===== config.mk =====
export PLATFORM = sky130hd
export DESIGN_NAME = booth_multiplier
export DESIGN_NICKNAME = d
export VERILOG_FILES = /design/src/rtl/mult_pkg.sv /design/src/rtl/booth_step.sv /design/src/rtl/booth_multiplier.sv
export SDC_FILE = /design/constraint.sdc
export NUM_CORES = 1
export LEC_CHECK = 0
export BUFFER_PORTS_ARGS = -buffer_cell sky130_fd_sc_hd__buf_4
export CAP_MARGIN = 40
export CORE_ASPECT_RATIO = 0.75
export CORE_UTILIZATION = 45
export DETAILED_ROUTE_END_ITERATION = 8
export PLACE_DENSITY_LB_ADDON = 0.1
export SETUP_SLACK_MARGIN = 0.05
export SYNTH_ARGS = -nofsm -noshare
export SYNTH_HDL_FRONTEND = slang
export SYNTH_SLANG_ARGS = --single-unit

===== constraint.sdc =====
create_clock -name clk -period 9.3 [get_ports clk]
set_input_delay 1.86 -clock clk [delete_from_list [all_inputs] [get_ports clk]]
set_output_delay 1.86 -clock clk [all_outputs]
set_load 0.05 [all_outputs]

===== src/rtl/mult_pkg.sv =====
// ---------------------------------------------------------------------------
// mult_pkg
//   Shared definitions for the sequential Booth multiplier.
//   - state_t      : FSM state encoding (IDLE / RUN / DONE)
//   - booth_pair_t : radix-2 Booth recoding of the pair {Q[0], q_1}
//   - booth_pair() : helper that forms the recoded pair from the raw bits
// ---------------------------------------------------------------------------
package mult_pkg;

    // FSM states. The encoding is fixed so the control unit and any debug
    // probes can decode the state directly.
    typedef enum logic [1:0] {
        ST_IDLE = 2'b00,
        ST_RUN  = 2'b01,
        ST_DONE = 2'b10
    } state_t;

    // Booth pair {Q[0], q_1}:
    //   01 -> end of a run of ones   : add the multiplicand
    //   10 -> start of a run of ones : subtract the multiplicand
    //   00 / 11 -> inside a run      : accumulator unchanged
    typedef enum logic [1:0] {
        PAIR_NOP0 = 2'b00,
        PAIR_ADD  = 2'b01,
        PAIR_SUB  = 2'b10,
        PAIR_NOP1 = 2'b11
    } booth_pair_t;

    function automatic booth_pair_t booth_pair(input logic q0, input logic q_1);
        return booth_pair_t'({q0, q_1});
    endfunction

endpackage : mult_pkg


===== src/rtl/booth_step.sv =====
// ---------------------------------------------------------------------------
// booth_step
//   One purely combinational radix-2 Booth iteration: conditional add/sub
//   of the multiplicand into the accumulator followed by an arithmetic
//   shift right of the concatenation {ACC, Q, q_1} by one bit.
//
//   Ports
//     i_acc [WIDTH:0]   current accumulator (WIDTH+1 bits, two's complement)
//     i_q   [WIDTH-1:0] current multiplier / low product register
//     i_q1              current extra bit q_1
//     i_m   [WIDTH:0]   sign-extended multiplicand
//     o_acc [WIDTH:0]   next accumulator
//     o_q   [WIDTH-1:0] next Q
//     o_q1              next q_1
// ---------------------------------------------------------------------------
module booth_step
    import mult_pkg::*;
#(
    parameter int WIDTH = 32
) (
    input  logic [WIDTH:0]   i_acc,
    input  logic [WIDTH-1:0] i_q,
    input  logic             i_q1,
    input  logic [WIDTH:0]   i_m,
    output logic [WIDTH:0]   o_acc,
    output logic [WIDTH-1:0] o_q,
    output logic             o_q1
);

    logic [WIDTH:0] w_sum;

    always_comb begin
        w_sum = i_acc;
        unique case (booth_pair(i_q[0], i_q1))
            PAIR_ADD: w_sum = i_acc + i_m;
            PAIR_SUB: w_sum = i_acc - i_m;
            default:  w_sum = i_acc;
        endcase
    end

    // Arithmetic shift right of {ACC, Q, q_1}: the ACC sign bit is
    // replicated, the ACC LSB drops into Q, and the Q LSB becomes q_1.
    always_comb begin
        o_acc = {w_sum[WIDTH], w_sum[WIDTH:1]};
        o_q   = {w_sum[0], i_q[WIDTH-1:1]};
        o_q1  = i_q[0];
    end

endmodule : booth_step


===== src/rtl/booth_multiplier.sv =====
// ---------------------------------------------------------------------------
// booth_multiplier
//   Sequential signed WIDTH x WIDTH multiplier, radix-2 Booth, one
//   iteration per clock. A start strobe in IDLE captures the operands;
//   WIDTH RUN cycles later the 2*WIDTH-bit product is presented on hi/lo
//   together with a one-cycle done pulse.
//
//   Ports
//     clk    in   system clock, rising edge
//     reset  in   asynchronous active-high reset
//     start  in   begin a multiply (only sampled in IDLE)
//     a      in   [WIDTH-1:0] multiplicand, two's complement
//     b      in   [WIDTH-1:0] multiplier, two's complement
//     hi     out  [WIDTH-1:0] upper half of the signed product (registered)
//     lo     out  [WIDTH-1:0] lower half of the signed product (registered)
//     done   out  one-cycle completion pulse, hi/lo valid in that cycle
//     busy   out  high while in RUN or DONE
//
//   WIDTH must be at least 2 so the iteration counter has a bit to count.
// ---------------------------------------------------------------------------
module booth_multiplier
    import mult_pkg::*;
#(
    parameter int WIDTH = 32
) (
    input  logic             clk,
    input  logic             reset,
    input  logic             start,
    input  logic [WIDTH-1:0] a,
    input  logic [WIDTH-1:0] b,
    output logic [WIDTH-1:0] hi,
    output logic [WIDTH-1:0] lo,
    output logic             done,
    output logic             busy
);

    localparam int CW = $clog2(WIDTH);
    localparam logic [CW-1:0] LAST_ITER = CW'(WIDTH - 1);

    // Datapath registers. ACC and M carry one extra bit so that negating
    // the most negative multiplicand cannot overflow.
    state_t           r_state;
    logic [WIDTH:0]   r_m;
    logic [WIDTH:0]   r_acc;
    logic [WIDTH-1:0] r_q;
    logic             r_q1;
    logic [CW-1:0]    r_count;

    // Output registers
    logic [WIDTH-1:0] r_hi;
    logic [WIDTH-1:0] r_lo;
    logic             r_done;
    logic             r_busy;

    // Next iteration values from the combinational step
    logic [WIDTH:0]   w_acc_next;
    logic [WIDTH-1:0] w_q_next;
    logic             w_q1_next;

    booth_step #(
        .WIDTH (WIDTH)
    ) u_booth_step (
        .i_acc (r_acc),
        .i_q   (r_q),
        .i_q1  (r_q1),
        .i_m   (r_m),
        .o_acc (w_acc_next),
        .o_q   (w_q_next),
        .o_q1  (w_q1_next)
    );

    always_ff @(posedge clk or posedge reset) begin
        if (reset) begin
            r_state <= ST_IDLE;
            r_m     <= '0;
            r_acc   <= '0;
            r_q     <= '0;
            r_q1    <= 1'b0;
            r_count <= '0;
            r_hi    <= '0;
            r_lo    <= '0;
            r_done  <= 1'b0;
            r_busy  <= 1'b0;
        end else begin
            unique case (r_state)
                ST_IDLE: begin
                    r_done <= 1'b0;
                    if (start) begin
                        r_m     <= {a[WIDTH-1], a};
                        r_acc   <= '0;
                        r_q     <= b;
                        r_q1    <= 1'b0;
                        r_count <= '0;
                        r_busy  <= 1'b1;
                        r_state <= ST_RUN;
                    end
                end

                ST_RUN: begin
                    r_acc   <= w_acc_next;
                    r_q     <= w_q_next;
                    r_q1    <= w_q1_next;
                    r_count <= r_count + CW'(1);
                    if (r_count == LAST_ITER) begin
                        // Final iteration: publish the product straight from
                        // the step outputs so hi/lo appear together with done
                        // and never show partial results.
                        r_hi    <= w_acc_next[WIDTH-1:0];
                        r_lo    <= w_q_next;
                        r_done  <= 1'b1;
                        r_count <= '0;
                        r_state <= ST_DONE;
                    end
                end

                ST_DONE: begin
                    // start is deliberately not looked at here; the next
                    // operation can only be accepted once back in IDLE.
                    r_done  <= 1'b0;
                    r_busy  <= 1'b0;
                    r_state <= ST_IDLE;
                end

                default: begin
                    r_done  <= 1'b0;
                    r_busy  <= 1'b0;
                    r_count <= '0;
                    r_state <= ST_IDLE;
                end
            endcase
        end
    end

    assign hi   = r_hi;
    assign lo   = r_lo;
    assign done = r_done;
    assign busy = r_busy;

endmodule : booth_multiplier


* Word-level counts from Yosys, hierarchy flattened
Index checks and enable logic that the tools add are counted.
** Cells by class
- Reduce and logical (&&, ||, !) cells :: 8
- Equal/unequal tests :: 7
- Muxes and demuxes :: 17
- Bitwise logic cells :: 2
- Add/subtract/negate cells :: 3
** Operator list (count)
- 33-bit one-hot mux with 2 select lines :: 2
- 32-bit one-hot mux with 2 select lines :: 1
- 33-bit adder :: 1
- 33-bit two-way mux :: 1
- 33-bit subtractor :: 1
- 32-bit two-way mux :: 1
- 5-bit one-hot mux with 3 select lines :: 1
- 2-bit AND reduction :: 6
- 5-bit two-way mux :: 2
- 5-bit by 1-bit adder with 5-bit output, second input constant :: 1
- 5-bit == test, second input constant :: 1
- 2-bit by 1-bit == test with 1-bit output, second input constant :: 2
- 2-bit == test, second input constant :: 2
- 1-bit two-way mux :: 4
- 2-bit two-way mux :: 2
- 2-bit != test, second input constant :: 2
- 1-bit one-hot mux with 2 select lines :: 2
- 2-bit one-hot mux with 2 select lines :: 1
- 2-bit zero test :: 1
- 1-bit NOT :: 2
- 2-bit nonzero test :: 1
** Word-level totals
- Logic and storage cells :: 47
- Output and inout port bits :: 66
- Bits of input ports :: 67
- Register bits :: 171

* Logic depth before layout (Yosys ltp)
- Depth after elaboration :: 3
- Gate-level depth with buffers :: 18
- Depth with buffers taken out :: 17

* Hierarchy
A second synthesis with hierarchy kept.
** Unflattened totals
- Cells, all modules :: 957
- Area total of the unflattened synthesis :: 10013.4 µm²
** By module, submodules not included
- booth_multiplier :: cells an instance 457, instances 1, area each 6831.6 µm²
- booth_step :: cells an instance 500, instances 1, area each 3181.8 µm²

* Worst setup path before layout
No wires, ideal clock.
- Kind :: reg-to-reg
- From :: register r_m[3]
- To :: register r_acc[31]
- Library setup time :: 101 ps
- Stages on the path, launching flop included :: 17
- Setup slack :: 5199 ps
- Arrival :: 4000 ps
- Clock period less this slack :: 4101 ps
- Buffers on the path :: 0
- Path through :: dfrtp_1 > or4_4 > nor4_4 > and2_1 > or3b_1 > nor4_1 > nor2_1 > xnor2_1 > ha_1 > nand2_1 > nor2_1 > or4b_1 > o2111a_1 > o31ai_1 > a21oi_1 > xnor2_1 > o32ai_1
** Between the ends
- Longest elaborated chain between the ends :: 3
- Elaborated cells on any way between the ends :: 4
- Classes of those cells :: add/sub: 2; mux: 2
** RTL lines
- from (decl) :: line booth_multiplier.sv:43 : logic [WIDTH:0] r_m;
- from (signal assigned) :: line booth_multiplier.sv:89 : r_m <= {a[WIDTH-1], a};
- 33-bit subtractor or 33-bit adder (tied branches) :: line booth_step.sv:36, booth_step.sv:35
- 33-bit one-hot mux with 2 select lines (*) :: line booth_step.sv:34 : unique case (booth_pair(i_q[0], i_q1))
- 33-bit one-hot mux with 2 select lines (*) :: line booth_multiplier.sv:85 : unique case (r_state)
- to (signal assigned) :: line booth_multiplier.sv:100 : r_acc <= w_acc_next;
- to (decl) :: line booth_multiplier.sv:44 : logic [WIDTH:0] r_acc;
Every way passes the cells marked *; elsewhere a longest branch is shown, timed or not.
A chain may end at the register's enable or synchronous reset.

* Final worst setup path
Same ends and word-level chain as after synthesis.

==> results <==
- The mean cell area of the mapped netlist is 9.11 um^2.
- Yosys mapped a number of flops with a built-in enable equal to 0.
- The number of nets in the synthesized netlist is 1130.
- Adding up every negative setup slack in the final design gives 0 ps.
- The clock tree from TritonCTS is done.
- STA classifies the critical path startpoint as a flop.
- For this run, the number of standard cells in the final layout without fillers is 1402.
- Once the clock tree was built, the setup fixing pass inserted 0 buffers.
- The max capacitance violation total is 0.
- After clock tree synthesis, the clock-pin slew on the worst setup and hold paths is 70 ps.
- The async set-or-reset flop fraction in the synthesized netlist is 1.00.
- The floorplan step defined a die boundary enclosing 21400 um^2.
- Of the total synthesized cell area, the portion taken by AND, OR, NAND and NOR gates is 0.162.
- The timing-limited maximum frequency is 216 MHz.
- By count the netlist is led by nand2_1, dfrtp_1, o21ai_0.
- In this run, the number of DRC markers left after iteration 0 of detailed routing was 517.
- STA classifies the critical path endpoint as a flop.
- The via count of the first global-routing pass is 7237.
- The synthesized netlist contains 67 unique library cells.
- The relative area change from synthesis to final layout is 20.0%.
- After synthesis the netlist holds a flip-flop and latch count of 170.
- The portion of netlist area occupied by mux cells is 0.0766.
- The library cell with the highest instance count after synthesis is nand2_1.
- The worst slew slack as a fraction of its limit is 0.472.
- Setup repair after global routing left no endpoint under its margin.
- Dividing the detail-routed wire length by the instance count gives 16.2 um.
- The HPWL after detailed placement is 16.1 mm.
- The clock insertion delay at the later pin of the skew report is 440 ps.
- The number of primary I/O pins is 133.
- The slack of the critical path is 4660 ps.
- For this run, design rule violations remaining after detail routing come to 0.
- The transition time at the pin with the least slew margin is 789 ps.
- Summing all non-filler instances in the final layout gives an area of 11200 um^2.
- 0 antenna diodes ended up in the layout.
- In this run the worst hold path is classified as flop to flop.
- Of the total synthesized cell area, the portion taken by full adders, half adders and majority gates is 0.0503.
- The detailed router put a total of 11.7 mm of wire on met1.
- At the worst endpoint, the arrival time is 4970 ps.
- The level count of the clock H-tree is 4.
- The detailed router used layers up to and including met4.
- Summed over all nets, wire length on met2 after detailed routing comes to 9.74 mm.
- The hold violation count in the final report was 0.
- The count of input and output buffers is 132.
- After synthesis, the cell types taking the most area are dfrtp_1, nand2_1, o21ai_0.
- The total length of routed met3 wires is 998 um.
- The number of gates given a new drive strength after cts is 0.
- Counting both buffers and inverters, the worst setup path holds a total of 0.
- The biggest area contributor in the post-synthesis netlist is dfrtp_1.
- The first detailed-routing pass took 5 iterations.
- For this run, the post-layout net count is 1235.
- The total grt overflow is 0.
- The cell at the slowest stage of the critical path is or4_4.
- The longest individual stage delay on the worst path is 570 ps.
- The number of clock sinks seen by CTS is 170.
- The final number of max-transition violations came to 0.
- The die is 127 um tall.
- The share of the Yosys chip area taken by registers is 0.455.
- The flow ran to the end, and the final reports show no timing, DRC or antenna violations.
- Among all flip-flop cells after synthesis, the most frequent one is dfrtp_1.
- In the final layout, the share of cells above drive strength 1 is 0.193.
- After floorplanning, the core was sized to cover 20300 um^2.
- Once placement completed, the tool counted placed cells totaling 1370.
- The total wire length is 22.7 mm.
- The Yosys step of the flow raised 0 warnings.
- In the finished design, the share of the clock period the worst path needs comes to 0.499.
- The number of antenna violations at the first check in global routing came to 0.
- The synthesized instance count is 1026.
- Across the routed clock network, the largest skew measured is 17.8 ps.
- The dominant combinational cell family by area after synthesis is compound AO/OA/AOI/OAI gates.
- The count of antenna-violating nets left after detailed routing is 0.
- STA puts the critical path data required time at 9630 ps.
- The biggest fanout along the worst timing path is 6.
- The clock root buffer is clkbuf_16.
- Of the total synthesized cell area, the portion taken by XOR and XNOR cells is 0.0553.
- Measured along the x axis, the die boundary spans 168 um.
- The area of placed instances is 10600 um^2.
- The number of vias per cell after detailed routing is 5.35.
- Counting along the longest clock path gives a buffer depth of 2.
- The pin count of the biggest net entering global routing is 83.
- The minimum clock period is 4640 ps.
- In this run the core area contains 45 standard-cell rows.
- The routability congestion estimate is 0.871.
- After synthesis the cells add up to 9350 um^2.
- Across every metal layer, demand over resource in global routing totals 0.226.
- The cell family contributing the most delay on the critical path is simple AND/OR/NAND/NOR gates.
- The cts-stage hold buffer count is 0.
- The critical path goes through or4_4, nor4_4, and2_1, or3b_1, nor4_1, nor2_1, xnor2_1, ha_1, nand2_1, nor2_1, or4b_1, o2111a_1, o31ai_1, a21oi_1, xnor2_1, o32ai_1.
- In this run, CTS created clock tree buffers numbering 17.
- The fraction of synthesized cell area taken by the top area cell type is 0.455.
- The total number of vias is 7500.
- For this configuration, the core starts out at a cell density of 0.461.
- The pre-CTS setup slack is 4720 ps.
- The final count of negative-setup-slack endpoints is 0.
- The wire length of the first global-routing pass is 38.3 mm.
- The critical path in this run is classified as flop to flop.
- The synthesized-area fraction occupied by ao, oa, aoi and oai cells is 0.169.
==> metrics by stage <==
stage / hold WS, ps / utilization
floorplan: 460 / -
global placement: 459 / 0.519
detailed placement: 464 / 0.524
CTS: 482 / 0.553
global route: 492 / 0.553
finish: 475 / 0.553
==> layout by cell type, fill, tap and decap left out, drive strengths merged, types with 4 or more instances in the layout <==
master  count
mux2       28
xnor2      52
o32ai       4
xor2        7
a21oi      74
ha         36
nor4        7
o22ai       5
o21a        9
nand2b      5
nor2b       5
a211oi      6
o21bai      4
inv        31
o21ai     114
a31oi       8
buf       141
clkinv      5
clkbuf     18
nand2     221
nand3       5
o31ai       5
nor2       62
or3         4
a21o       14
and3        7
dfrtp     170
mux2i      40
nor3       14
==> routing by layer <==
| metal | vias up | global-route usage |
|---|---|---|
| li1 | 3773 | - |
| met1 | 3568 | 0.338 |
| met2 | 145 | 0.337 |
| met3 | 14 | 0.0440 |
| met4 | 0 | 0.0519 |
| met5 | - | 0 |
==> worst min-delay path: cells and delay by family (launching register included) <==
kind / cells / cell delay [ps]
DFF: 1 / 350
and+or+nand+nor: 2 / 100
==> cells by family (layout without fill, tap and decap cells) <==
kind of cell / after synthesis / count (layout)
AOI/OAI and AO/OA: 267 / 267
and+or+nand+nor: 346 / 346
DFF: 170 / 170
adders and majority gates: 37 / 37
buffers and inverters: 79 / 197
xor gates and xnor gates: 59 / 59
muxes: 68 / 68
==> sequential cells by signal (all words and copies together) (netlist names) <==
| signal | cells |
|---|---|
| busy | 1 |
| done | 1 |
| hi | 32 |
| lo | 32 |
| r_acc | 32 |
| r_count | 5 |
| r_m | 32 |
| r_q | 32 |
| r_q1 | 1 |
| r_state | 2 |
==> worst paths after layout <==
| kind | to | slack (ps) | depth (start not counted) | startpoint |
|---|---|---|---|---|
| setup reg to reg | r_acc[31] | 4660 | 16 | r_m[3] |
| hold reg to reg | lo[27] | 480 | 2 | lo[27] |
| setup / recovery | r_acc[31] | 4660 | 16 | r_m[3] |
| min in group asynchronous | r_q[25] | 1420 | 2 | reset |
| hold / removal | lo[27] | 480 | 2 | lo[27] |
| max in group asynchronous | hi[6] | 6900 | 4 | reset |
==> area by class of cell <==
cell class | instances | area [um^2]
clock buffer | 18 | 429
fill | 1869 | 9050
multi-input combinational | 777 | 4830
timing repair buffer | 141 | 1130
tap | 258 | 323
clock inverter | 14 | 156
sequential | 170 | 4250
inverter | 24 | 95.1
Power is left out: the tool's default activity adds up to more than one toggle a clock period on the data nets, which glitch-free logic cannot reach.
